### src/rtl/fletcher_pkg.sv
// -----------------------------------------------------------------------------
// fletcher_pkg
//   Shared types and helpers for the streaming Fletcher checksum engine.
//   - state_t      : two-state control FSM encoding (ACCUM, SEND)
//   - modulus()    : Fletcher modulus M = 2^nbits - 1 for a given word width
//   - nbits_legal(): word widths the engine supports (8, 16, 32); used by the
//                    top level to stop elaboration on an unsupported width
// -----------------------------------------------------------------------------
package fletcher_pkg;

    typedef enum logic {
        ACCUM = 1'b0,
        SEND  = 1'b1
    } state_t;

    // Modulus for an nbits-wide word; 64-bit result covers every legal width.
    function automatic logic [63:0] modulus(input int nbits);
        return (64'd1 << nbits) - 64'd1;
    endfunction

    function automatic bit nbits_legal(input int nbits);
        return (nbits == 8) || (nbits == 16) || (nbits == 32);
    endfunction

endpackage

### src/rtl/fletcher_modadd.sv
// -----------------------------------------------------------------------------
// fletcher_modadd
//   Combinational modular adder for Fletcher sums: sum = (a + b) mod M,
//   M = 2^NBITS - 1, result kept canonical in [0, M-1].
//
//   Ports:
//     a   [NBITS-1:0]  in   canonical running sum
//     b   [NBITS-1:0]  in   addend (may equal M, which is congruent to 0)
//     sum [NBITS-1:0]  out  canonical modular sum
//
//   Parameters:
//     NBITS  word width (8, 16 or 32)
// -----------------------------------------------------------------------------
module fletcher_modadd
    import fletcher_pkg::*;
#(
    parameter int NBITS = 16
) (
    input  logic [NBITS-1:0] a,
    input  logic [NBITS-1:0] b,
    output logic [NBITS-1:0] sum
);

    localparam logic [NBITS-1:0] MOD = NBITS'(modulus(NBITS));

    logic [NBITS:0] raw;

    assign raw = {1'b0, a} + {1'b0, b};

    // Subtracting M = 2^NBITS - 1 is an end-around carry: when the add
    // overflows, drop the carry and add one. A raw result of exactly M
    // (no carry, all ones) folds to zero to stay canonical.
    always_comb begin
        if (raw[NBITS]) begin
            sum = raw[NBITS-1:0] + NBITS'(1);
        end else if (raw[NBITS-1:0] == MOD) begin
            sum = '0;
        end else begin
            sum = raw[NBITS-1:0];
        end
    end

endmodule

### src/rtl/fletcher_stream_unit.sv
// -----------------------------------------------------------------------------
// fletcher_stream_unit
//   Streaming Fletcher-16/32/64 checksum engine over variable-length blocks.
//   Words arrive on a val/rdy stream, a block ends on the word flagged with
//   recv_last, and the checksum {sum2, sum1} leaves on a val/rdy stream one
//   cycle after the last word is accepted.
//
//   Ports:
//     clk        in   clock, rising edge
//     reset      in   asynchronous reset, active low
//     recv_val   in   input word valid
//     recv_rdy   out  engine can accept a word
//     recv_msg   in   [NBITS-1:0] data word
//     recv_last  in   word is the final one of its block
//     send_val   out  checksum valid
//     send_rdy   in   sink accepts the checksum
//     send_msg   out  [2*NBITS-1:0] checksum, sum2 in the upper half
//
//   Parameters:
//     NBITS      word width: 8, 16 or 32
//
//   Build option:
//     FLETCHER_STREAM_UNIT_OVERLAP_EN
//       Defined  : one-entry result buffer lets the next block accumulate
//                  while the previous checksum waits at the output.
//       Undefined: accumulator stalls in SEND until the checksum is taken.
// -----------------------------------------------------------------------------
module fletcher_stream_unit
    import fletcher_pkg::*;
#(
    parameter int NBITS = 16
) (
    input  logic               clk,
    input  logic               reset,
    input  logic               recv_val,
    output logic               recv_rdy,
    input  logic [NBITS-1:0]   recv_msg,
    input  logic               recv_last,
    output logic               send_val,
    input  logic               send_rdy,
    output logic [2*NBITS-1:0] send_msg
);

    if (!nbits_legal(NBITS)) begin : g_nbits_check
        $error("fletcher_stream_unit: NBITS must be 8, 16 or 32");
    end

    state_t             state_reg;
    state_t             state_next;
    logic [NBITS-1:0]   sum1_reg;
    logic [NBITS-1:0]   sum1_next;
    logic [NBITS-1:0]   sum2_reg;
    logic [NBITS-1:0]   sum2_next;
    logic [NBITS-1:0]   sum1_add;
    logic [NBITS-1:0]   sum2_add;
    logic [2*NBITS-1:0] send_msg_reg;
    logic [2*NBITS-1:0] send_msg_next;
    logic               recv_fire;

    // sum1' = sum1 + word; sum2' = sum2 + sum1' (chained through the first adder)
    fletcher_modadd #(.NBITS(NBITS)) u_add_sum1 (
        .a   (sum1_reg),
        .b   (recv_msg),
        .sum (sum1_add)
    );

    fletcher_modadd #(.NBITS(NBITS)) u_add_sum2 (
        .a   (sum2_reg),
        .b   (sum1_add),
        .sum (sum2_add)
    );

    // recv_rdy is forced low while reset is held; otherwise it comes only from
    // registered state, so send_rdy never reaches it combinationally.
    assign recv_rdy  = reset && (state_reg == ACCUM);
    assign recv_fire = recv_val && recv_rdy;
    assign send_msg  = send_msg_reg;

`ifdef FLETCHER_STREAM_UNIT_OVERLAP_EN

    // send_msg_reg acts as the one-entry result buffer. ACCUM keeps taking
    // words while the buffer is full; only a last word that finds the buffer
    // full and not draining has nowhere to go. It then parks in sum1/sum2 and
    // the FSM waits in SEND (recv_rdy low) until the buffer drains.
    logic buf_full_reg;
    logic buf_full_next;

    assign send_val = buf_full_reg;

    always_comb begin
        state_next    = state_reg;
        sum1_next     = sum1_reg;
        sum2_next     = sum2_reg;
        send_msg_next = send_msg_reg;
        buf_full_next = buf_full_reg;

        if (send_val && send_rdy) begin
            buf_full_next = 1'b0;
        end

        case (state_reg)
            ACCUM: begin
                if (recv_fire) begin
                    if (recv_last && (!buf_full_reg || send_rdy)) begin
                        send_msg_next = {sum2_add, sum1_add};
                        buf_full_next = 1'b1;
                        sum1_next     = '0;
                        sum2_next     = '0;
                    end else begin
                        sum1_next = sum1_add;
                        sum2_next = sum2_add;
                        if (recv_last) begin
                            state_next = SEND;
                        end
                    end
                end
            end
            SEND: begin
                // Buffer is always full here, so send_rdy means it drains now.
                if (send_rdy) begin
                    send_msg_next = {sum2_reg, sum1_reg};
                    buf_full_next = 1'b1;
                    sum1_next     = '0;
                    sum2_next     = '0;
                    state_next    = ACCUM;
                end
            end
            default: begin
                state_next = ACCUM;
            end
        endcase
    end

    always_ff @(posedge clk or negedge reset) begin
        if (!reset) begin
            buf_full_reg <= 1'b0;
        end else begin
            buf_full_reg <= buf_full_next;
        end
    end

`else

    assign send_val = (state_reg == SEND);

    always_comb begin
        state_next    = state_reg;
        sum1_next     = sum1_reg;
        sum2_next     = sum2_reg;
        send_msg_next = send_msg_reg;

        case (state_reg)
            ACCUM: begin
                if (recv_fire) begin
                    if (recv_last) begin
                        send_msg_next = {sum2_add, sum1_add};
                        sum1_next     = '0;
                        sum2_next     = '0;
                        state_next    = SEND;
                    end else begin
                        sum1_next = sum1_add;
                        sum2_next = sum2_add;
                    end
                end
            end
            SEND: begin
                if (send_rdy) begin
                    state_next = ACCUM;
                end
            end
            default: begin
                state_next = ACCUM;
            end
        endcase
    end

`endif

    always_ff @(posedge clk or negedge reset) begin
        if (!reset) begin
            state_reg    <= ACCUM;
            sum1_reg     <= '0;
            sum2_reg     <= '0;
            send_msg_reg <= '0;
        end else begin
            state_reg    <= state_next;
            sum1_reg     <= sum1_next;
            sum2_reg     <= sum2_next;
            send_msg_reg <= send_msg_next;
        end
    end

endmodule
### config.mk
export PLATFORM = sky130hd
export DESIGN_NAME = fletcher_stream_unit
export DESIGN_NICKNAME = d
export VERILOG_FILES = /design/src/rtl/fletcher_pkg.sv /design/src/rtl/fletcher_modadd.sv /design/src/rtl/fletcher_stream_unit.sv
export SDC_FILE = /design/constraint.sdc
export NUM_CORES = 1
export LEC_CHECK = 0
export BUFFER_PORTS_ARGS = -buffer_cell sky130_fd_sc_hd__buf_2
export CAP_MARGIN = 40
export CORE_ASPECT_RATIO = 0.9
export CORE_MARGIN = 10
export CORE_UTILIZATION = 50
export CTS_CLUSTER_DIAMETER = 30
export CTS_CLUSTER_SIZE = 28
export DETAILED_ROUTE_END_ITERATION = 7
export GPL_TIMING_DRIVEN = 0
export PLACE_DENSITY = 0.69
export REMOVE_ABC_BUFFERS = 1
export SYNTH_ARGS = -nofsm -noshare
export SYNTH_HDL_FRONTEND = slang
export SYNTH_SLANG_ARGS = --single-unit
### constraint.sdc
create_clock -name clk -period 5.77 [get_ports clk]
set_input_delay 0.2885 -clock clk [delete_from_list [all_inputs] [get_ports clk]]
set_output_delay 0.2885 -clock clk [all_outputs]
set_load 0.02 [all_outputs]
* Word-level counts from Yosys, hierarchy flattened
Cells that the tools add are included.
** Word-level totals
- Bits in registers :: 65
- Input bits :: 21
- Output and inout port bits :: 34
- Logic and storage cells :: 25
** Cells by class
- $add $sub $neg :: 4
- Equality and inequality tests :: 2
- Multiplexer cells :: 10
- Bitwise gates (word level) :: 1
- Reduce and logical (&&, ||, !) cells :: 4
** Operators with widths (number)
- $mux 16 :: 6
- $add 16x16->17 :: 2
- $add 16x1->16 const B :: 2
- $eq 16x16->1 const B :: 2
- $mux 1 :: 3
- $reduce_and 3->1 :: 1
- $logic_and 1x1->1 :: 2
- $pmux 1 s2 :: 1
- $reduce_and 2->1 :: 1
- $not 1->1 :: 1

* Longest topological paths before layout
Gate-level depths: netlist of the first run.
- Depth in word-level cells :: 9
- Depth in mapped cells :: 26
- Depth with buffers taken out :: 24

* Hierarchy
From an unflattened synthesis of the first run, not the netlist that was laid out.
** Unflattened totals
- Cell total of the unflattened synthesis :: 566
- Area total of the unflattened synthesis :: 5683.0 sq um
** By module, submodules not included
- fletcher_stream_unit :: instances 1, cells each 176, area an instance 2855.2 sq um, sequential area each 1626.6 sq um
- fletcher_modadd :: instances 2, cells each 195, area an instance 1413.9 sq um, sequential area each 0.0 sq um

* Least setup slack after synthesis of the first run
No wires, ideal clock.
- Kind :: register -> register
- From :: register sum1_reg[0]
- To :: register send_msg_reg[22], in the netlist send_msg[22]
- Setup time :: 0.130 ns
- Arrival :: 5.659 ns
- Data required time :: 5.640 ns
- Setup slack :: -0.019 ns
- Cell stages (with the launch flop) :: 25
- Buffers on the path :: 2
- Clock period less this slack :: 5.789 ns
- Path through :: dfrtp_1 -> ha_1 -> inv_1 -> fa_1 -> nand2b_1 -> a211oi_1 -> nor2_1 -> xor2_1 -> nor3_1 -> nor3b_2 -> a41oi_1 -> a22oi_1 -> inv_1 -> ha_1 -> buf_2 -> and3_1 -> a221oi_4 -> nor3_1 -> or3b_4 -> or4b_4 -> nor4_4 -> buf_6 -> nor3_1 -> a21oi_2 -> o21ai_1
** On the way
- Longest elaborated chain between the ends :: 8
- Elaborated cells between the ends (all ways) :: 10
** RTL lines
- start: declaration :: RTL line fletcher_stream_unit.sv:50 : logic [NBITS-1:0] sum1_reg;
- start signal: assignment :: RTL line fletcher_stream_unit.sv:187 : sum1_reg <= sum1_next;
- $add 16x16->17 (*) :: RTL line fletcher_modadd.sv:28 : assign raw = {1'b0, a} + {1'b0, b};
- branches (longest 2 deep; another with $add 16x1->16)
- $mux 16 (*) :: RTL line fletcher_modadd.sv:34 : if (raw[NBITS]) begin
- net sum1_add[4] :: RTL line fletcher_stream_unit.sv:54 : logic [NBITS-1:0] sum1_add;
- $add 16x16->17 (*) :: RTL line fletcher_modadd.sv:28
- branches (longest 2 deep; another with $add 16x1->16)
- $mux 16 (*) :: RTL line fletcher_modadd.sv:34
- end signal: assignment :: RTL line fletcher_stream_unit.sv:189 : send_msg_reg <= send_msg_next;
- end: declaration :: RTL line fletcher_stream_unit.sv:56 : logic [2*NBITS-1:0] send_msg_reg;
Mark *: on every way through the listed nets, which the timed path passes.
A chain may end at the register's enable or synchronous reset.

* Final worst setup path of the first run
- From :: register sum1_reg[3]
- To :: register send_msg_reg[28], in the netlist send_msg[28]
** On the way
- Longest elaborated chain between the ends :: 8
- Elaborated cells between the ends (all ways) :: 10
** RTL lines
- $add 16x16->17 (*) :: RTL line fletcher_modadd.sv:28
- $eq 16x16->1 :: RTL line fletcher_modadd.sv:36 : end else if (raw[NBITS-1:0] == MOD) begin
- $mux 16 :: RTL line fletcher_modadd.sv:36
- $mux 16 (*) :: RTL line fletcher_modadd.sv:34
- net sum1_add[1] :: RTL line fletcher_stream_unit.sv:54
- $add 16x16->17 (*) :: RTL line fletcher_modadd.sv:28
- branches (longest 2 deep; another with $add 16x1->16)
- $mux 16 (*) :: RTL line fletcher_modadd.sv:34
Marked as above.

==> results.json, run 1 <==
{
  "synth_most_common_cell": "nand2_1",
  "dr.pass1.iters": 5,
  "maxSlewViolCount": 0,
  "rsz0062_at_grt": "yes",
  "drc": 0,
  "cp-startpoint": "sum1_reg[3]",
  "die_y_um": 117.0,
  "ys.flop_type": "dfrtp_1",
  "cts_root_buffer": "clkbuf_16",
  "hpwlAfterDp_um": 10950,
  "worst_slack_ps": -147.5,
  "grt_antenna_before_repair": 0,
  "vias": 5402,
  "ys_async_sr_fraction_pct": 100.0,
  "place_inst": 801,
  "gr-usage-met2_pct": 35.47,
  "h-tree-depth": 3,
  "endpoint_kind": "flop",
  "seqCellArea_um2": 1627,
  "cts_tree": "built",
  "grt.busiest_layer": "met2",
  "ys_seq_elements": 65,
  "endpoint": "send_msg[28]",
  "grt_pass1_vias": 5160,
  "max-slew-margin-rel_pct": 39.56,
  "ioPinCount": 55,
  "drv_cap": 0,
  "grtUsageTotal_pct": 20.70,
  "r2r-start": "sum1_reg[3]",
  "fin_nets": 801,
  "port_buffers": 54,
  "totalWireLength_um": 16750,
  "syn_to_final_growth_pct": 36.54,
  "violations": "negative setup slack",
  "grt_max_degree": 67,
  "multi_input_comb_area_um2": 4118,
  "grt-ovfl-total": 0,
  "fin_crit_sh_pct": 102.6,
  "hold_viol_final": 0,
  "cts_buffers": 9,
  "r2r-end": "send_msg[28]",
  "ys_top_cells_by_area": "dfrtp_1, ha_1, a21oi_1, nand2_1, o21ai_0",
  "antenna_left": 0,
  "netlist.area_leader.share_pct": 31.13,
  "hold_buffers": 0,
  "drt_iter0_drc": 472,
  "clock_sinks": 65,
  "dieWidth_um": 127.8,
  "fin_skew_ps": 6.388,
  "period_needed_ps": 5918,
  "crit_type": "flop to flop",
  "finalNonFillerCells": 874,
  "synth_warnings": 0,
  "r2r_slack_ps": -150,
  "ys_top_cells_by_count": "nand2_1, dfrtp_1, a21oi_1",
  "status": "finished with violations",
  "viasPerCell": 6.181,
  "ys_seq_area_share_pct": 31.13,
  "hold_class": "input pin to asynchronous set/reset pin",
  "initial_core_util_pct": 51.21,
  "drive_above_1_share_pct": 33.56,
  "arrival_ps": 6110,
  "antenna_cells": 0,
  "syn_inst": 644,
  "netlist-cell-type-count": 72,
  "dieArea_um2": 14940,
  "worst_slew_pin_slew_ps": 903.2,
  "synth.largest_area_cell": "dfrtp_1",
  "fmax_ghz": 0.1690,
  "largest_register_ffs": 32,
  "met3_usage_pct": 3.107,
  "fillerInstances": 793,
  "grtUsageMet1_pct": 25.92,
  "setup-violations-final": 14,
  "gp_congestion": 0.8694,
  "clk_path_buf_depth": 2,
  "fp.coreArea_um2": 10200,
  "grt_pass1_wl_um": 25620,
  "reg2regPathDepth": 24,
  "path_max_fanout": 5,
  "wl_per_cell_um": 19.16,
  "startpoint_type": "flop",
  "syn_area_per_cell_um2": 8.113,
  "synth_edf_count": 0,
  "path_clk_slew_ps": 60,
  "syn-cell-area_um2": 5225,
  "required_ps": 5960,
  "row_count": 35,
  "clkLatencyLatePin_ps": 340
}
==> cells by family (layout without fill, tap and decap cells) <==
kind of cell	count (synthesis)	after routing	synth area share, %
DFF	65	65	31.13
AOI/OAI and AO/OA	211	211	25.91
adders and majority gates	40	40	9.866
muxes	4	4	0.8142
xor gates and xnor gates	30	30	5.029
and+or+nand+nor	235	235	22.68
buffers and inverters	59	160	4.574
==> cell type report <==
cell class,count,area share (%)
multi-input cells,520,57.72
inverters,31,1.666
repair buffers,113,10.59
clock buffers,10,3.350
clock inverters,6,1.613
flip-flops and latches,65,22.80
well taps,129,2.262
==> stage by stage <==
step / utilization (%) / setup slack [ps] / hold slack [ps] / TNS, ps / area (µm²)
final: 69.92 / -147.5 / 42.58 / -1275 / 7134
after global routing: 69.92 / -269.7 / 126.0 / -4251 / 7134
after CTS: 63.52 / 6.088 / 96.02 / 0 / 6481
after detailed placement: 54.48 / -1506 / 453.5 / -41690 / 5559
after global placement: 54.24 / -1350 / 446.6 / -36880 / 5534
after floorplan: - / -171.1 / -7.091 / -2307 / 5102
==> cell usage in the layout, fill, tap and decap left out, types with 11 or more instances in the layout <==
| cell type | instances |
|---|---|
| a21oi_1 | 50 |
| a31oi_1 | 11 |
| buf_2 | 54 |
| buf_4 | 51 |
| dfrtp_1 | 65 |
| ha_1 | 21 |
| ha_4 | 11 |
| inv_1 | 27 |
| nand2_1 | 75 |
| nand3_1 | 12 |
| nor2_1 | 40 |
| nor3_1 | 13 |
| o21ai_0 | 35 |
| o21ai_1 | 17 |
| xnor2_1 | 14 |
==> per-layer routing <==
| metal | up-vias | wire, µm |
|---|---|---|
| li1 | 2560 | - |
| met1 | 2598 | 7092 |
| met2 | 204 | 8308 |
| met3 | 40 | 929 |
| met4 | 0 | 419 |
| met5 | - | 0 |
==> critical path, cell delays in order (launching register included) <==
cell,delay (ps)
dfrtp_1,430
ha_4,240
and2_4,160
a221o_2,390
buf_4,160
nor4_4,220
nor2_2,140
xnor2_2,210
nor3_4,270
a41oi_4,210
buf_6,170
a22oi_2,190
inv_1,80
ha_1,270
a21o_1,220
a221oi_4,340
nor3_2,80
or3b_4,430
or4b_4,600
nor4_4,340
buf_6,180
buf_12,110
nor3_4,40
a21oi_2,190
o21ai_1,80
==> worst min-delay path by stage <==
stage | start | endpoint | slack, ps | depth (start not counted)
after global placement | send_msg[21] | send_msg[21] | 450 | 2
final | reset | send_msg[16] | 40 | 1
after detailed placement | reset | send_msg[1] | 450 | 1
after global routing | reset | send_msg[16] | 130 | 1
after CTS | reset | send_msg[21] | 100 | 1
after floorplan | reset | send_msg[0] | -7 | 0
==> timing repair <==
item / CTS / global route
gates resized for setup: 65 / 87
pin swaps: 30 / 30
buffers inserted: 29 / 28
setup endpoints to repair: 32 / 32
Power of run 1 is left out: the tool's default activity adds up to more than one toggle a clock period on the data nets, which glitch-free logic cannot reach.
==> inputs of run 2 (changes only) <==
Settings changed: ABC_AREA from default to 1.
==> run 2 against run 1 <==
Net effect:
- the flow now finishes without violations
- register-to-register slack improved by 880 ps
- core utilization shrank 13 points
- first-iteration DRC count is 23% higher
==> results.json, run 2 <==
{
  "largest_register_ffs": 32,
  "drv_cap": 0,
  "hold_class": "input pin to asynchronous set/reset pin",
  "ys_async_sr_fraction_pct": 100.0,
  "viasPerCell": 5.031,
  "crit_type": "flop to flop",
  "antenna_left": 0,
  "wl_per_cell_um": 13.76,
  "cts_tree": "built",
  "dieWidth_um": 136.2,
  "layout_common_cells": "nand2_1, inv_1, nand3_1",
  "drc": 0,
  "grt_antenna_before_repair": 0,
  "ys_seq_area_share_pct": 26.78,
  "status": "completed",
  "initial_core_util_pct": 50.70,
  "critical-path-slowest-cell": "fa_1",
  "max-slew-margin-rel_pct": 44.55,
  "syn_to_final_growth_pct": 12.65,
  "cts_setup_buffers": 0,
  "finalNonFillerCells": 1205,
  "post_dp_cell_area_um2": 6555,
  "required_ps": 5990,
  "synth_most_common_cell": "nand2_1",
  "path_max_fanout": 6,
  "r2r-end": "send_msg[26]",
  "ctsResizeCount": 0,
  "syn-cell-area_um2": 6075,
  "clock_sinks": 65,
  "worst_slew_pin_slew_ps": 831.8,
  "reg2regPathDepth": 32,
  "clkLatencyLatePin_ps": 340,
  "final_common_cell": "nand2_1",
  "die_y_um": 124.6,
  "hpwlAfterDp_um": 13130,
  "grtUsageTotal_pct": 19.86,
  "syn_inst": 985,
  "final_area_um2": 6843,
  "rsz0062_at_grt": "no",
  "clk_path_buf_depth": 2,
  "worst_slack_ps": 734.7,
  "gp_congestion": 0.9086,
  "r2r-start": "sum1_reg[0]",
  "synth_edf_count": 0,
  "h-tree-depth": 3,
  "path_clk_slew_ps": 50,
  "antenna_cells": 0,
  "setup-violations-final": 0,
  "cp.buffers_inverters": 8,
  "ioPinCount": 55,
  "netlist.area_leader.share_pct": 26.78,
  "hold_buffers": 0,
  "hold_viol_final": 0,
  "grt_max_degree": 67,
  "max_stage_delay_ps": 450,
  "fin_nets": 1101,
  "synth_warnings": 0,
  "synth.largest_area_cell": "dfrtp_1",
  "period_needed_ps": 5035,
  "vias": 6062,
  "syn_area_per_cell_um2": 6.167,
  "endpoint_kind": "flop",
  "fin_crit_sh_pct": 87.27,
  "cts_buffers": 9,
  "ys.flop_type": "dfrtp_1",
  "drt_iter0_drc": 581,
  "maxSlewViolCount": 0,
  "ys_top_cells_by_count": "nand2_1, inv_1, nand3_1",
  "r2r_slack_ps": 730,
  "arrival_ps": 5260,
  "tns_ps": 0,
  "row_count": 38,
  "ys_seq_elements": 65,
  "grt_pass1_wl_um": 27880,
  "fin_skew_ps": 6.155,
  "grt_pass1_vias": 5660,
  "dieArea_um2": 16960,
  "fmax_ghz": 0.1986,
  "port_buffers": 54,
  "place_inst": 1189,
  "fp.coreArea_um2": 11980,
  "drive_above_1_share_pct": 14.55,
  "cp_top_family": "simple AND/OR/NAND/NOR gates",
  "cp_common_cell": "inv_1",
  "grt-ovfl-total": 0,
  "cts_root_buffer": "clkbuf_16",
  "startpoint_type": "flop",
  "dr.pass1.iters": 5,
  "totalWireLength_um": 16580,
  "ys_top_cells_by_area": "dfrtp_1, nand2_1, ha_1, nand3_1, inv_1",
  "netlist-cell-type-count": 38,
  "post-place-ws_ps": 765.0
}
run 2: kinds of logic after synthesis:
group | count (synthesis) | synth area share (%)
fa+ha+maj | 40 | 8.486
compound gates | 44 | 4.202
xor+xnor | 9 | 1.421
simple gates | 675 | 49.41
flops | 65 | 26.78
buf+inv | 152 | 9.701
run 2: cell type report:
cell class,instances,area (µm²)
clock buffers,10,229.0
fillers,1238,5139
inverters,138,519.2
well taps,160,200.2
multi-input cells,768,3864
flip-flops and latches,65,1627
repair buffers,58,345.3
clock inverters,6,58.81
run 2: how the worst max path moves through the flow:
stage,start,end,slack [ps],depth (start not counted)
after floorplan,sum1_reg[0],send_msg[21],1590,32
after CTS,sum1_reg[0],send_msg[26],760,32
final,sum1_reg[0],send_msg[26],730,32
after global routing,sum1_reg[0],send_msg[31],190,29
after detailed placement,recv_msg[0],sum2_reg[10],770,33
after global placement,reset,send_msg[1],-260,7
run 2: metrics by stage:
step	hold WS [ps]	util, %
floorplan	-7.091	-
global placement	458.5	54.04
detailed placement	450.8	54.71
CTS	93.98	57.11
global route	113.2	57.11
finish	47.49	57.11
run 2: layer usage:
layer / vias to the layer above / wire length (µm) / global-route usage, %
li1: 3201 / - / -
met1: 2675 / 8651 / 29.67
met2: 174 / 6714 / 28.69
met3: 12 / 1103 / 4.073
met4: 0 / 114 / 3.757
met5: - / 0 / 0
Power of run 2 is left out for the same reason.
==> inputs of run 3 (changes only) <==
==> constraint.sdc (replaced) <==
create_clock -name clk -period 5.77 [get_ports clk]
set_input_delay 0 -clock clk [delete_from_list [all_inputs] [get_ports clk]]
set_output_delay 0 -clock clk [all_outputs]
set_load 0.02 [all_outputs]
==> run 3 against run 2 <==
Net effect:
- cell count rose by 0.17%
- maximum frequency barely moved
- non-clock buffer count rose by 2
- core utilization rose by 0.17 points
- critical path type unchanged
==> results.json, run 3 (same netlist as run 2, synthesis figures left out) <==
{
  "grt_antenna_before_repair": 0,
  "fin_skew_ps": 6.267,
  "final_common_cell": "nand2_1",
  "clkLatencyLatePin_ps": 340,
  "startpoint_type": "flop",
  "drt_iter0_drc": 583,
  "largest_register_ffs": 32,
  "hold_viol_final": 0,
  "die_y_um": 124.6,
  "period_needed_ps": 5037,
  "grt-ovfl-total": 0,
  "arrival_ps": 5260,
  "min_from": "recv_last",
  "dieArea_um2": 16960,
  "initial_core_util_pct": 50.70,
  "antenna_left": 0,
  "rsz0062_at_grt": "no",
  "cts_buffers": 9,
  "ctsResizeCount": 0,
  "worst_slew_pin_slew_ps": 835.3,
  "drive_above_1_share_pct": 14.52,
  "max-slew-margin-rel_pct": 44.31,
  "fin_nets": 1103,
  "ioPinCount": 55,
  "gr-usage-met2_pct": 28.74,
  "required_ps": 5990,
  "path_max_fanout": 6,
  "grt_max_degree": 67,
  "cp_common_cell": "inv_1",
  "totalWireLength_um": 16590,
  "status": "completed",
  "r2r-start": "sum1_reg[0]",
  "grt_pass1_wl_um": 27910,
  "grtUsageTotal_pct": 19.89,
  "cts_setup_buffers": 0,
  "cp-startpoint": "sum1_reg[0]",
  "clk_path_buf_depth": 2,
  "vias": 6048,
  "tns_ps": 0,
  "setup-violations-final": 0,
  "endpoint_kind": "flop",
  "grtUsageMet1_pct": 29.67,
  "viasPerCell": 5.011,
  "clock_sinks": 65,
  "port_buffers": 54,
  "drv_cap": 0,
  "maxSlewViolCount": 0,
  "fmax_ghz": 0.1985,
  "grt.busiest_layer": "met1",
  "grt_pass1_vias": 5669,
  "gp_congestion": 0.9086,
  "cts_tree": "built",
  "hold_class": "input pin to flop",
  "syn_to_final_growth_pct": 12.98,
  "hold_buffers": 2,
  "crit_type": "flop to flop",
  "max_stage_delay_ps": 450,
  "dieWidth_um": 136.2,
  "drc": 0,
  "hpwlAfterDp_um": 13130,
  "cts_root_buffer": "clkbuf_16",
  "dr.pass1.iters": 5,
  "wl_per_cell_um": 13.74,
  "fp.coreArea_um2": 11980,
  "fin_crit_sh_pct": 87.30,
  "critical-path-slowest-cell": "fa_1",
  "h-tree-depth": 3,
  "layout_common_cells": "nand2_1, inv_1, nand3_1",
  "path_clk_slew_ps": 60,
  "met3_usage_pct": 4.113,
  "row_count": 38,
  "antenna_cells": 0
}
## run 3: cell type report
| class | instances | area [µm²] |
|---|---|---|
| clock buffers | 10 | 229.0 |
| well taps | 160 | 200.2 |
| multi-input cells | 768 | 3864 |
| flip-flops and latches | 65 | 1627 |
| inverters | 138 | 519.2 |
| repair buffers | 60 | 365.4 |
| fillers | 1237 | 5119 |
| clock inverters | 6 | 58.81 |
## run 3: per-layer routing
layer | vias to the layer above | part of all wire [%] | routed length [µm]
met2 | 172 | 40 | 6711
met1 | 2664 | 52 | 8615
met5 | - | 0 | 0
li1 | 3202 | - | -
met3 | 10 | 6.9 | 1149
met4 | 0 | 0.68 | 112
## run 3: metrics by stage
stage	setup slack, ps	instances	area (µm²)	hold slack (ps)	util, %
6_report	732.7	1207	6863	101.2	57.28
5_1_grt	191.8	1207	6863	114.6	57.28
4_1_cts	759.0	1207	6863	87.41	57.28
3_5_place_dp	801.1	1189	6555	162.3	54.71
3_3_place_gp	26.08	1185	6475	195.4	54.04
2_1_floorplan	1590	971	6005	-295.6	-
## run 3: path summary, 6_finish.rpt
check                      cells after the start           end  slack (ps)
max                                           32  send_msg[26]         730
max in group asynchronous                      2   sum2_reg[3]        4910
min                                            4  sum1_reg[14]         100
max reg2reg                                   32  send_msg[26]         730
min in group asynchronous                      2  send_msg[27]         300
min reg2reg                                    2  send_msg[31]         470
## run 3: worst max-delay path: cells and delay by family (launching register included)
kind / cells / cell delay [ps]
flops: 1 / 380
fa+ha+maj: 6 / 1660
simple gates: 18 / 2230
buf+inv: 8 / 630
Power of run 3 is left out for the same reason.
